$ cat config.mk
export PLATFORM = sky130hd
export DESIGN_NAME = collision_ctrl
export DESIGN_NICKNAME = d
export VERILOG_FILES = /design/src/rtl/collision_ctrl.sv
export SDC_FILE = /design/constraint.sdc
export NUM_CORES = 1
export LEC_CHECK = 0
export ABC_AREA = 1
export BUFFER_PORTS_ARGS = -buffer_cell sky130_fd_sc_hd__buf_4
export CORE_ASPECT_RATIO = 0.8
export CORE_MARGIN = 2
export CORE_UTILIZATION = 35
export CTS_BUF_LIST = sky130_fd_sc_hd__clkbuf_2
export CTS_CLUSTER_DIAMETER = 120
export CTS_CLUSTER_SIZE = 20
export DETAILED_ROUTE_END_ITERATION = 8
export SETUP_SLACK_MARGIN = 0.5
export SYNTH_ARGS = -nofsm -noshare
export SYNTH_HDL_FRONTEND = slang
export SYNTH_SLANG_ARGS = --single-unit
$ cat constraint.sdc
create_clock -name clk -period 3.39 [get_ports clk]
set_input_delay 0.1695 -clock clk [delete_from_list [all_inputs] [get_ports clk]]
set_output_delay 0.1695 -clock clk [all_outputs]
set_load 0.05 [all_outputs]
$ cat src/rtl/collision_ctrl.sv
// Game-state controller: plane/lava/mountain overlap checks on frame_tick, lives, survival score.
// Optional multi-life mode (HIT state + invulnerability) is enabled by defining COLLISION_LIVES_EN.
module collision_ctrl #(
  parameter int PLANE_X  = 60,
  parameter int PLANE_W  = 40,
  parameter int PLANE_H  = 20,
  parameter int LAVA_Y   = 240,
  parameter int LAVA_W   = 20,
  parameter int LAVA_H   = 20,
  parameter int MTN_W    = 40,
  parameter int GROUND_Y = 440
`ifdef COLLISION_LIVES_EN
  ,
  parameter int START_LIVES   = 3,
  parameter int INVULN_FRAMES = 8
`endif
) (
  input  logic        clk,
  input  logic        resetn,
  input  logic        start,
  input  logic        frame_tick,
  input  logic [9:0]  plane_y,
  input  logic [9:0]  lava_x,
  input  logic [9:0]  mountain1_x,
  input  logic [9:0]  mountain1_y,
  input  logic [9:0]  mountain2_x,
  input  logic [9:0]  mountain2_y,
  output logic        game_over,
  output logic [1:0]  state,
  output logic [2:0]  lives,
  output logic        hit_pulse,
  output logic [2:0]  hit_mask,
  output logic        new_round,
  output logic [15:0] survive_cnt,
  output logic [15:0] best_cnt
);

  typedef enum logic [1:0] {
    ST_IDLE    = 2'b00,
    ST_PLAYING = 2'b01,
    ST_HIT     = 2'b10,
    ST_OVER    = 2'b11
  } state_e;

`ifdef COLLISION_LIVES_EN
  localparam logic [2:0] LIVES_INIT = 3'(START_LIVES);
  localparam int         INV_W      = $clog2(INVULN_FRAMES + 1);
  logic [INV_W-1:0] inv_q, inv_d;
`else
  localparam logic [2:0] LIVES_INIT = 3'd1;
`endif

  state_e      state_q, state_d;
  logic [2:0]  lives_q, lives_d;
  logic        hit_pulse_q, hit_pulse_d;
  logic [2:0]  hit_mask_q, hit_mask_d;
  logic        new_round_q, new_round_d;
  logic [15:0] survive_q, survive_d, survive_inc;
  logic [15:0] best_q, best_d;

  // Half-open interval overlap; operands are 11 bits so the +width sums never wrap.
  function automatic logic ovl(input logic [10:0] a_lo, a_hi, b_lo, b_hi);
    return (a_lo < b_hi) && (b_lo < a_hi);
  endfunction

  logic [10:0] py_lo, py_hi, px_lo, px_hi;
  logic [10:0] lx_lo, m1x_lo, m1y_lo, m2x_lo, m2y_lo;
  logic        hit_lava, hit_m1, hit_m2;
  logic [2:0]  hits;

  assign py_lo  = {1'b0, plane_y};
  assign py_hi  = py_lo + 11'(PLANE_H);
  assign px_lo  = 11'(PLANE_X);
  assign px_hi  = 11'(PLANE_X + PLANE_W);
  assign lx_lo  = {1'b0, lava_x};
  assign m1x_lo = {1'b0, mountain1_x};
  assign m1y_lo = {1'b0, mountain1_y};
  assign m2x_lo = {1'b0, mountain2_x};
  assign m2y_lo = {1'b0, mountain2_y};

  assign hit_lava = ovl(px_lo, px_hi, lx_lo, lx_lo + 11'(LAVA_W)) &&
                    ovl(py_lo, py_hi, 11'(LAVA_Y), 11'(LAVA_Y + LAVA_H));
  assign hit_m1   = ovl(px_lo, px_hi, m1x_lo, m1x_lo + 11'(MTN_W)) &&
                    ovl(py_lo, py_hi, m1y_lo, 11'(GROUND_Y));
  assign hit_m2   = ovl(px_lo, px_hi, m2x_lo, m2x_lo + 11'(MTN_W)) &&
                    ovl(py_lo, py_hi, m2y_lo, 11'(GROUND_Y));
  assign hits     = {hit_lava, hit_m2, hit_m1};

  assign survive_inc = (survive_q == 16'hFFFF) ? survive_q : survive_q + 16'd1;

  // NOTE: async reset clears every register; none of them is a memory array.
  always_ff @(posedge clk or negedge resetn) begin
    if (!resetn) begin
      state_q     <= ST_IDLE;
      lives_q     <= LIVES_INIT;
      hit_pulse_q <= 1'b0;
      hit_mask_q  <= 3'b000;
      new_round_q <= 1'b0;
      survive_q   <= 16'd0;
      best_q      <= 16'd0;
`ifdef COLLISION_LIVES_EN
      inv_q       <= '0;
`endif
    end else begin
      // NOTE: non-blocking so every register samples pre-edge values.
      state_q     <= state_d;
      lives_q     <= lives_d;
      hit_pulse_q <= hit_pulse_d;
      hit_mask_q  <= hit_mask_d;
      new_round_q <= new_round_d;
      survive_q   <= survive_d;
      best_q      <= best_d;
`ifdef COLLISION_LIVES_EN
      inv_q       <= inv_d;
`endif
    end
  end

  always_comb begin
    // NOTE: defaults first so no path through the case infers a latch.
    state_d     = state_q;
    lives_d     = lives_q;
    hit_pulse_d = 1'b0;
    hit_mask_d  = hit_mask_q;
    new_round_d = 1'b0;
    survive_d   = survive_q;
    best_d      = best_q;
`ifdef COLLISION_LIVES_EN
    inv_d       = inv_q;
`endif
    unique case (state_q)
      ST_IDLE, ST_OVER: begin
        // start has priority; a coincident frame_tick is dropped.
        if (start) begin
          state_d     = ST_PLAYING;
          lives_d     = LIVES_INIT;
          survive_d   = 16'd0;
          new_round_d = 1'b1;
          hit_mask_d  = 3'b000;
        end
      end
      ST_PLAYING: begin
        if (frame_tick) begin
          survive_d = survive_inc;
          if (|hits) begin
            hit_pulse_d = 1'b1;
            hit_mask_d  = hits;
            lives_d     = lives_q - 3'd1;
`ifdef COLLISION_LIVES_EN
            if (lives_d == 3'd0) begin
              state_d = ST_OVER;
            end else begin
              state_d = ST_HIT;
              inv_d   = '0;
            end
`else
            state_d = ST_OVER;
`endif
          end
        end
      end
      ST_HIT: begin
`ifdef COLLISION_LIVES_EN
        if (frame_tick) begin
          survive_d = survive_inc;
          inv_d     = inv_q + 1'b1;
          if (inv_d == INV_W'(INVULN_FRAMES)) state_d = ST_PLAYING;
        end
`endif
      end
      default: ;
    endcase
    // Best score is latched on the transition into OVER using the final tick's count.
    if (state_d == ST_OVER && state_q != ST_OVER && survive_d > best_q) best_d = survive_d;
  end

  always_comb begin
    game_over = (state_q == ST_IDLE) || (state_q == ST_OVER);
  end

  assign state       = state_q;
  assign lives       = lives_q;
  assign hit_pulse   = hit_pulse_q;
  assign hit_mask    = hit_mask_q;
  assign new_round   = new_round_q;
  assign survive_cnt = survive_q;
  assign best_cnt    = best_q;

endmodule
==> results.md <==
* Status: complete, no violations
* Initial DRC Count at roughly 230
* Cell Area, Placed at approximately 4700 µm²
* Post-synth top cells: nand2_1 (112), inv_1 (82), nand3_1 (48)
* Area leader, netlist: dfrtp_1
* Clock Tree Buf Depth at 2
* Netlist cell types at 44
* FILL cells at roughly 1000
* Worst-case setup margin in the final layout at 172.8 ps
* ANT nets after route at 0
* Nets at 755
* GP Congestion at 0.8421
* Gr ovfl total at 0
* Worst VDD drop at 0.5826 mV
* I/O pins at 107
* Clk slew on worst S/H paths at 230 ps
* Vias in the first global route at 3713
* F_max at 310.8 MHz
* Pwr/cell area at 934.5 nW/µm²
* Post-Syn Nets at ~600
* YS warnings at 0
* Final instance area at 5326 µm²
* Max Cap Viol at 0
* Fin. Hold Viols at 0
* Vias at 3941
* Mapped Area at 3627 µm²
* Ys async rst share at 1.000
* Area of the core at 10160 µm²
* Initial DRT Pass Iterations at 4
* Die footprint at 11200 µm²
* Cell with the most instances after synthesis: nand2_1
* Unrepaired setup endpoints after global routing: true
* CP Data Required Time at 3780 ps
* R2r setup slk at 170 ps
* Setup CP Type: flip-flop to flip-flop
* Crit. End Element: flip-flop
* Cells after Synth at ~490
* Max-slew headroom at 0.6271
* Drc violations at 0
* Endpoints failing setup at 0
* Largest cells by area after synthesis: dfrtp_1 (28%), ha_1 (13%), nand2_1 (12%), inv_1 (8.5%), nand3_1 (6.6%)
* Row count at 33
* Routed len/inst at 14.70 µm
* EDFF count, synth at 0
* Synth top area share at 0.2829
* Number of port buffers at 106
* Worst Skew at roughly 52 ps
* CP max FO at 6
* Initial Util at 0.3571
* Yosys reg bits at 42
* Final worst path period need at 3217 ps
* Initial antenna violation count at 0
* GR Util All Layers at 0.2043
* Ratio of cells with drive above 1 in the final layout at 0.3966
* First-pass GRT wire length at 18320 µm
* WL final at 11660 µm
* CTS tree: built
* Final Slew Violations at 0
* Die Span Y at 95.06 µm
* Leak at 2.798 nW
* Hold WC Path Type: input port to flip-flop
* Tightest Pin Transition at 559.4 ps
* Worst Path Arrival at around 3600 ps
* Sequential-to-total area share from yosys stat at 0.2901
* Area grow syn2layout at 46.84%
* Top FF cell, synth: dfrtp_1
* Avg Inst Size Synth at approximately 7.4 µm²
* DP Wirelength at 8606 µm
* Die Wd at ~120 µm
* Vias per inst at between 4 and 5
* Largest net degree at the start of global routing at 43
* Sink Count at 42
* Worst setup SP type: flip-flop
* Clock Latency Late Sink at 450 ps
* CTS root buffer: clkbuf_2
* Ant. Diodes at 0
* H-tree depth at 2
* TritonCTS buffer count at 5
* Period utilisation layout at 0.9490
* Worst slack at placement at -112.4 ps
cells in the final DEF, fill, tap and decap left out, drive strengths merged, types with 3 or more instances in the layout:
| cell | instances |
|---|---|
| nand2 | 122 |
| inv | 86 |
| nor4 | 3 |
| o211ai | 7 |
| o2111ai | 10 |
| clkinv | 3 |
| nor2 | 22 |
| a21oi | 17 |
| ha | 39 |
| dfrtp | 41 |
| o21bai | 4 |
| nor3 | 7 |
| or2 | 3 |
| buf | 157 |
| nand3 | 52 |
| a31oi | 4 |
| nand4 | 7 |
| xor2 | 14 |
| clkbuf | 6 |
| o21ai | 29 |
| nand3b | 4 |
per-stage QoR:
step	std cells	power (mW)	TNS [ps]	hold WS, ps	utilization
final	793	4.978	0	180.4	0.5244
after detailed placement	749	3.917	-1358	204.3	0.4656
after floorplan	493	2.921	0	-126.1	-
after global placement	749	3.879	-300.2	194.9	0.4656
after global routing	793	5.328	-314.1	178.7	0.5244
after CTS	785	4.697	0	152.5	0.5023
flip-flops by register name, indices dropped and copies added (netlist names):
register and count:
lives 3, hit_pulse 1, state 2, hit_mask 3
new_round 1, best_cnt 16, survive_cnt 16
power breakdown:
group	total [mW]	internal (mW)	switching [mW]	leakage (nW)
sequential	0.949	0.720	0.229	0.518
combinational	3.73	1.42	2.31	2.24
clock	0.300	0.126	0.174	0.0406
total	4.98	2.26	2.72	2.80
per-layer routing:
metal / GRT usage / vias to the layer above / routed length [µm]
met5: 0 / - / 0
met4: 0.05422 / 0 / 223
met3: 0.04306 / 24 / 599
met2: 0.3241 / 112 / 5130
met1: 0.2846 / 1838 / 5705
li1: - / 1967 / -
path summary, 6_finish.rpt:
check	from	end	depth (start not counted)
min reg2reg	lives[0]	lives[0]	2
max reg2reg	survive_cnt[1]	best_cnt[14]	24
min	lava_x[7]	hit_mask[2]	6
max	survive_cnt[1]	best_cnt[14]	24
min in group asynchronous	resetn	best_cnt[9]	2
max in group asynchronous	resetn	survive_cnt[3]	2
cells by family after synthesis:
| family | count (synthesis) | share of synthesized area |
|---|---|---|
| AO/OA/AOI/OAI | 82 | 0.1490 |
| adder cells (fa/ha/maj) | 39 | 0.1345 |
| XOR/XNOR | 14 | 0.03381 |
| flip-flops | 42 | 0.2901 |
| AND/OR/NAND/NOR | 219 | 0.2873 |
| buffers and inverters | 97 | 0.1052 |
timing repair:
action | in CTS | in global routing
cloned | 3 | 0
pin swaps | 12 | 37
gates resized for setup | 28 | 42
buffers inserted | 23 | 8
hold buffers | 2 | 0
endpoints found under the setup margin | 16 | 16
endpoints found under the hold margin | 42 | 0
layout make-up:
type / instances / area (µm²) / share of cell area
Clock inverter: 2 / 33.78 / 0.006342
Timing Repair Buffer: 159 / 1234 / 0.2316
Multi-Input combinational cell: 356 / 2454 / 0.4607
Tap cell: 140 / 175.2 / 0.03289
Sequential cell: 42 / 1067 / 0.2004
Inverter: 88 / 332.8 / 0.06249
Clock buffer: 6 / 30.03 / 0.005638
worst max-delay path, stage by stage, from the launching register on:
cell and delay [ps]:
dfrtp_2 450, ha_4 160, nand2_4 50, nor2_4 140, nand4_4 110, buf_6 150
buf_4 120, buf_4 130, buf_6 110, inv_2 30, o211ai_1 70, o2111ai_1 90
o21ai_1 120, ha_1 310, nand2_1 80, inv_2 50, nand3_2 90, nor2_4 60
nand2_1 60, nand3b_1 130, a41oi_4 240, buf_12 160, buf_8 130, nand3_2 70
nand2_1 90
(Power assumes the default switching activity.)
